**src/rtl/alu_vector_sequencer.sv**
```systemverilog
// ---------------------------------------------------------------------------
// alu_vector_sequencer
//
// Issue-side controller for the 8-bit lane ALU. Accepts one packed vector
// instruction over a valid/ready handshake, feeds the ALU one lane per cycle,
// gathers the per-lane results into a packed register and returns the whole
// vector over a second valid/ready handshake.
//
// Parameters
//   BITS   lane/element width (must match the ALU)
//   ALUOP  opcode width (must match the ALU)
//   LANES  elements per vector (>= 2)
//
// Ports
//   clk, rst_n                clock (rising edge), async active-low reset
//   instValid/instReady       instruction handshake
//   instOp/instA/instB        opcode and packed operands (lane k = [k*BITS +: BITS])
//   instScalar                1 = broadcast instB lane 0 to every lane
//   aluOP/vectorA/vectorB     per-lane drive to the ALU (all 0 when idle)
//   aluResult                 ALU result for the lane being driven
//   resValid/resReady         result handshake
//   resData                   packed result, same lane order as instA
//   resIllegal                opcode outside 1..10 (qualified by resValid)
//   busy                      sequencer not idle
//
// Build option
//   ALU_SEQ_PIPE_EN  ALU result is registered: lane k is captured one edge
//                    later and a DRAIN state follows the last ISSUE lane.
// ---------------------------------------------------------------------------
module alu_vector_sequencer #(
    parameter int BITS  = 8,
    parameter int ALUOP = 4,
    parameter int LANES = 4
) (
    input  logic                    clk,
    input  logic                    rst_n,
    input  logic                    instValid,
    output logic                    instReady,
    input  logic [ALUOP-1:0]        instOp,
    input  logic [LANES*BITS-1:0]   instA,
    input  logic [LANES*BITS-1:0]   instB,
    input  logic                    instScalar,
    output logic [ALUOP-1:0]        aluOP,
    output logic [BITS-1:0]         vectorA,
    output logic [BITS-1:0]         vectorB,
    input  logic [BITS-1:0]         aluResult,
    output logic                    resValid,
    input  logic                    resReady,
    output logic [LANES*BITS-1:0]   resData,
    output logic                    resIllegal,
    output logic                    busy
);

    localparam int unsigned VW = LANES * BITS;
    localparam int unsigned LW = (LANES > 1) ? $clog2(LANES) : 1;
    localparam logic [LW-1:0] LAST_LANE = LW'(LANES - 1);

    typedef enum logic [1:0] {
        S_IDLE  = 2'd0,
        S_ISSUE = 2'd1,
        S_DONE  = 2'd2
`ifdef ALU_SEQ_PIPE_EN
        ,
        S_DRAIN = 2'd3
`endif
    } state_t;

    state_t             r_state;
    state_t             w_next;

    logic [ALUOP-1:0]   r_op;
    logic [VW-1:0]      r_a;
    logic [VW-1:0]      r_b;
    logic               r_scalar;
    logic [LW-1:0]      r_lane;
    logic [VW-1:0]      r_res;
    logic               r_ill;

    logic               w_accept;
    logic               w_legal;
    logic               w_last;
    logic               w_cap_en;
    logic [LW-1:0]      w_cap_lane;
    logic [BITS-1:0]    w_lane_a;
    logic [BITS-1:0]    w_lane_b;

    assign w_accept = instValid && (r_state == S_IDLE);
    assign w_legal  = (instOp != '0) && (32'(instOp) <= 32'd10);
    assign w_last   = (r_lane == LAST_LANE);

    // Lane operand select from the latched vectors
    always_comb begin
        w_lane_a = '0;
        w_lane_b = '0;
        for (int unsigned k = 0; k < LANES; k++) begin
            if (r_lane == LW'(k)) begin
                w_lane_a = r_a[k*BITS +: BITS];
                w_lane_b = r_b[k*BITS +: BITS];
            end
        end
    end

    // Which lane of resData receives aluResult on the coming edge
`ifdef ALU_SEQ_PIPE_EN
    // Registered ALU: the sample arriving now belongs to the previous lane;
    // DRAIN collects the final lane while its operands are still driven.
    always_comb begin
        w_cap_en   = 1'b0;
        w_cap_lane = r_lane;
        if (r_state == S_ISSUE && r_lane != '0) begin
            w_cap_en   = 1'b1;
            w_cap_lane = r_lane - LW'(1);
        end else if (r_state == S_DRAIN) begin
            w_cap_en   = 1'b1;
            w_cap_lane = r_lane;
        end
    end
`else
    assign w_cap_en   = (r_state == S_ISSUE);
    assign w_cap_lane = r_lane;
`endif

    // State register
    always_ff @(posedge clk or negedge rst_n) begin
        if (!rst_n) begin
            r_state <= S_IDLE;
        end else begin
            r_state <= w_next;
        end
    end

    // Next-state logic
    always_comb begin
        w_next = r_state;
        case (r_state)
            S_IDLE: begin
                if (w_accept) begin
                    w_next = w_legal ? S_ISSUE : S_DONE;
                end
            end
            S_ISSUE: begin
                if (w_last) begin
`ifdef ALU_SEQ_PIPE_EN
                    w_next = S_DRAIN;
`else
                    w_next = S_DONE;
`endif
                end
            end
`ifdef ALU_SEQ_PIPE_EN
            S_DRAIN: w_next = S_DONE;
`endif
            S_DONE: begin
                if (resReady) begin
                    w_next = S_IDLE;
                end
            end
            default: w_next = S_IDLE;
        endcase
    end

    // Output logic
    always_comb begin
        instReady = 1'b0;
        resValid  = 1'b0;
        busy      = 1'b1;
        aluOP     = '0;
        vectorA   = '0;
        vectorB   = '0;
        case (r_state)
            S_IDLE: begin
                instReady = 1'b1;
                busy      = 1'b0;
            end
            S_ISSUE: begin
                aluOP   = r_op;
                vectorA = w_lane_a;
                vectorB = r_scalar ? r_b[BITS-1:0] : w_lane_b;
            end
`ifdef ALU_SEQ_PIPE_EN
            S_DRAIN: begin
                aluOP   = r_op;
                vectorA = w_lane_a;
                vectorB = r_scalar ? r_b[BITS-1:0] : w_lane_b;
            end
`endif
            S_DONE: begin
                resValid = 1'b1;
            end
            default: begin
                busy = 1'b1;
            end
        endcase
    end

    assign resData    = r_res;
    assign resIllegal = r_ill;

    // Instruction latch, lane counter and result collection
    always_ff @(posedge clk or negedge rst_n) begin
        if (!rst_n) begin
            r_op     <= '0;
            r_a      <= '0;
            r_b      <= '0;
            r_scalar <= 1'b0;
            r_lane   <= '0;
            r_res    <= '0;
            r_ill    <= 1'b0;
        end else begin
            if (w_accept) begin
                r_op     <= instOp;
                r_a      <= instA;
                r_b      <= instB;
                r_scalar <= instScalar;
                r_res    <= '0;
                r_ill    <= !w_legal;
            end

            if (r_state == S_IDLE) begin
                r_lane <= '0;
            end else if (r_state == S_ISSUE && !w_last) begin
                r_lane <= r_lane + LW'(1);
            end

            if (w_cap_en) begin
                for (int unsigned k = 0; k < LANES; k++) begin
                    if (w_cap_lane == LW'(k)) begin
                        r_res[k*BITS +: BITS] <= aluResult;
                    end
                end
            end

            if (r_state == S_DONE && resReady) begin
                r_ill <= 1'b0;
            end
        end
    end

endmodule

```
**config.mk**
```make
export PLATFORM = sky130hd
export DESIGN_NAME = alu_vector_sequencer
export DESIGN_NICKNAME = d
export VERILOG_FILES = /design/src/rtl/alu_vector_sequencer.sv
export SDC_FILE = /design/constraint.sdc
export NUM_CORES = 1
export LEC_CHECK = 0
export ABC_AREA = 1
export ABC_CLOCK_PERIOD_IN_PS = 2350
export BUFFER_PORTS_ARGS = -buffer_cell sky130_fd_sc_hd__buf_2
export CORE_MARGIN = 4
export CORE_UTILIZATION = 30
export DETAILED_ROUTE_END_ITERATION = 10
export SYNTH_ARGS = -nofsm -noshare
export SYNTH_HDL_FRONTEND = slang
export SYNTH_SLANG_ARGS = --single-unit
export TNS_END_PERCENT = 10
```
**constraint.sdc**
```tcl
create_clock -name clk -period 2.35 [get_ports clk]
set_input_delay 0.5875 -clock clk [delete_from_list [all_inputs] [get_ports clk]]
set_output_delay 0.5875 -clock clk [all_outputs]
set_load 0.03 [all_outputs]
```
==> impl_metrics.json <==
{
  "post-route-period-util": 1.03,
  "clkPwrFrac": 0.189,
  "max_freq_ghz": 0.413,
  "hold_buffers": 0,
  "worst-path-max-fanout": 17,
  "die_x_um": 135,
  "synthTopCellsByCount": "233 x nand2_1, 106 x dfrtp_1, 50 x nand3_1",
  "crit_arrival_ns": 1.83,
  "switching_power_mw": 3.63,
  "met2WireLength_mm": 6.79,
  "cp.depth": 8,
  "intPower_mw": 4.73,
  "grt-ovfl-total": 0,
  "critPathMaxStageDelay_ns": 0.40,
  "design_area_um2": 6350,
  "fin_nets": 809,
  "grt_max_degree": 84,
  "wl_mm": 14.6,
  "worst_pin_slew_ns": 0.512,
  "placed_cells": 923,
  "synth_edf_count": 0,
  "num_vias": 4264,
  "io_buffers": 136,
  "drc": 0,
  "outcome": "finished, violations left",
  "dieArea_um2": 18300,
  "synth_top_flop_cell": "dfrtp_1",
  "synthArstFlopShare": 1.00,
  "p_seq_frac": 0.360,
  "ios": 137,
  "worst_slack_ns": -0.0708,
  "top_layer_used": "met4",
  "ir_drop_mv": 0.525,
  "synth_largest_area_cell": "dfrtp_1",
  "finClkSkew_ns": 0.0101,
  "r2r_start": "r_state[1]",
  "drive_gt1_frac": 0.280,
  "fin_crit_ns": 2.42,
  "rrSetupSlack_ns": 0.55,
  "syn_avg_cell_area_um2": 8.17,
  "dr_wl_met3_mm": 1.09,
  "critPathLaunch": "r_lane[0]",
  "crit_chain": "inv_2 -> buf_6 -> ha_4 -> buf_12 -> a21oi_2 -> nand2_1 -> a21oi_2 -> buf_6",
  "cp_num_buf_inv": 4,
  "tns_ns": -0.599,
  "synthToLayoutAreaGrowth_pct": 30.9,
  "critical_path_required_ns": 1.76,
  "clock-sinks": 106,
  "syn_area_um2": 4850,
  "ant_nets": 0,
  "power_density_nw_per_um2": 1320,
  "setup_viol": 15,
  "fp-row-count": 46,
  "coreArea_um2": 15900,
  "start_util": 0.305,
  "start_kind": "flip-flop",
  "clock_latency_ns": 0.36,
  "finalMaxSlewViolations": 0,
  "ys_top_cells_by_area": "dfrtp_1 55%, nand2_1 18%, nand3_1 5.2%, a21oi_1 4.1%, o21ai_1 3.5%",
  "grt_usage": 0.165,
  "wl_met1_mm": 6.58,
  "maxSlewHeadroom": 0.659,
  "syn-num-nets": 679,
  "cts-htree-levels": 3,
  "switching_share": 0.434,
  "cts_tree": "built",
  "grt_pass1_vias": 4342,
  "cts_root_buf": "clkbuf_16",
  "r2r_cells": 7,
  "routed_via_density": 4.51,
  "p_leak_nw": 3.40,
  "crit_path_top_delay_cell": "dfrtp_1",
  "synth-seq-cells": 106,
  "cts_buffers": 9,
  "rsz0062_at_grt": "yes",
  "synth_warnings": 0,
  "finalPower_mw": 8.37,
  "hpwl_mm": 9.80,
  "crit_family": "buffers and inverters",
  "endpoint": "vectorB[1]",
  "synthCells": 594,
  "comb_power_share": 0.451,
  "ys_types": 23,
  "grt_pass1_wl_mm": 23.6,
  "wl_per_cell_um": 15.4,
  "rr_endpoint": "resData[1]",
  "stdcell_count": 946,
  "endpoint_kind": "output pin",
  "antenna_found_initial": 0,
  "die_h_um": 135,
  "ys_seq_area_frac": 0.547,
  "hold_class": "in2async",
  "place_area_um2": 5770,
  "cap_violations": 0,
  "finalHoldViolCount": 0,
  "dr.pass1.iters": 4,
  "gp_congestion": 0.780,
  "clk_path_buf_depth": 2,
  "critical_path_class": "reg2out",
  "synth.most_common_cell": "nand2_1",
  "clk_pin_slew_ns": 0.07,
  "synth_top_area_frac": 0.547,
  "violations": "setup timing",
  "hold_ws_ns": 0.203,
  "drt_iter0_drc": 187
}
==> metrics by stage <==
stage / utilization / setup slack, ns
after floorplan: - / 0.0315
after global placement: 0.363 / 0.173
after detailed placement: 0.363 / 0.147
after CTS: 0.398 / -0.106
after global routing: 0.400 / -0.182
final: 0.400 / -0.0708
==> layout make-up <==
class / instances / area (um2)
repair buffers: 154 / 1040
clock buffers: 9 / 225
diodes: 1 / 2.50
flip-flops and latches: 106 / 2650
clock inverters: 7 / 82.6
inverters: 44 / 173
fillers: 1704 / 9530
multi-input cells: 409 / 1910
well taps: 216 / 270
==> worst min path at each step <==
stage,to,slack (ns),depth (start not counted)
detailed placement,r_b[26],0.47,2
finish,resIllegal,0.20,1
global route,resIllegal,0.23,1
CTS,resIllegal,0.21,1
global placement,r_a[1],0.46,2
floorplan,r_a[0],0.29,0
==> kinds of logic after synthesis <==
family,Yosys count,synth area share
fa+ha+maj,4,0.0103
simple gates,299,0.255
buf+inv,79,0.0784
flops,106,0.547
compound gates,106,0.110
==> what timing repair did <==
| item | 4_1_cts | 5_1_grt |
|---|---|---|
| setup endpoints to repair | 16 | 16 |
| gates resized for setup | 54 | 8 |
| setup buffers | 4 | 0 |
| gates cloned | 2 | 0 |
| pin swaps | 6 | 4 |
==> routing by layer <==
metal  track usage  vias up
li1              -     2152
met3        0.0576        7
met5             0        -
met1         0.225     1983
met4        0.0286        0
met2         0.260      122
==> sequential cells by signal, summed over array words and instances (netlist names) <==
name and cells:
r_a 32, r_b 32, r_lane 2, r_op 4, r_scalar 1, r_state 2, resData 32, resIllegal 1
==> power groups by stage <==
stage	Sequential (mW)	Combinational, mW	Clock [mW]
2_1_floorplan	3.25	2.10	0
3_3_place_gp	3.01	3.38	0
3_5_place_dp	3.02	3.42	0
4_1_cts	3.00	3.81	1.64
5_1_grt	3.10	4.20	1.71
6_report	3.01	3.77	1.58
==> cell usage in the layout (no fill, tap or decap) <==
cell type,synthesis,final
ha_1,4,1
clkinvlp_4,0,2
nand2_4,4,4
nand2_1,233,230
clkbuf_4,0,1
inv_4,0,1
inv_6,0,3
o21ai_0,31,31
diode_2,0,1
o21ai_1,34,34
ha_2,0,1
inv_1,41,38
buf_12,0,7
buf_4,8,11
o21bai_1,1,1
nand3_2,0,1
nor3_1,1,1
ha_4,0,2
buf_6,4,14
dfrtp_1,106,106
a21oi_2,0,14
nand4_1,1,1
bufinv_16,0,1
clkinv_4,0,1
a21oi_1,40,26
clkbuf_16,0,10
nor2_4,2,2
inv_8,0,1
nand3_1,50,49
inv_2,2,4
buf_2,11,119
buf_16,0,1
nand2_2,1,4
nor2_1,7,7
Power figures use the tool's default switching activity.
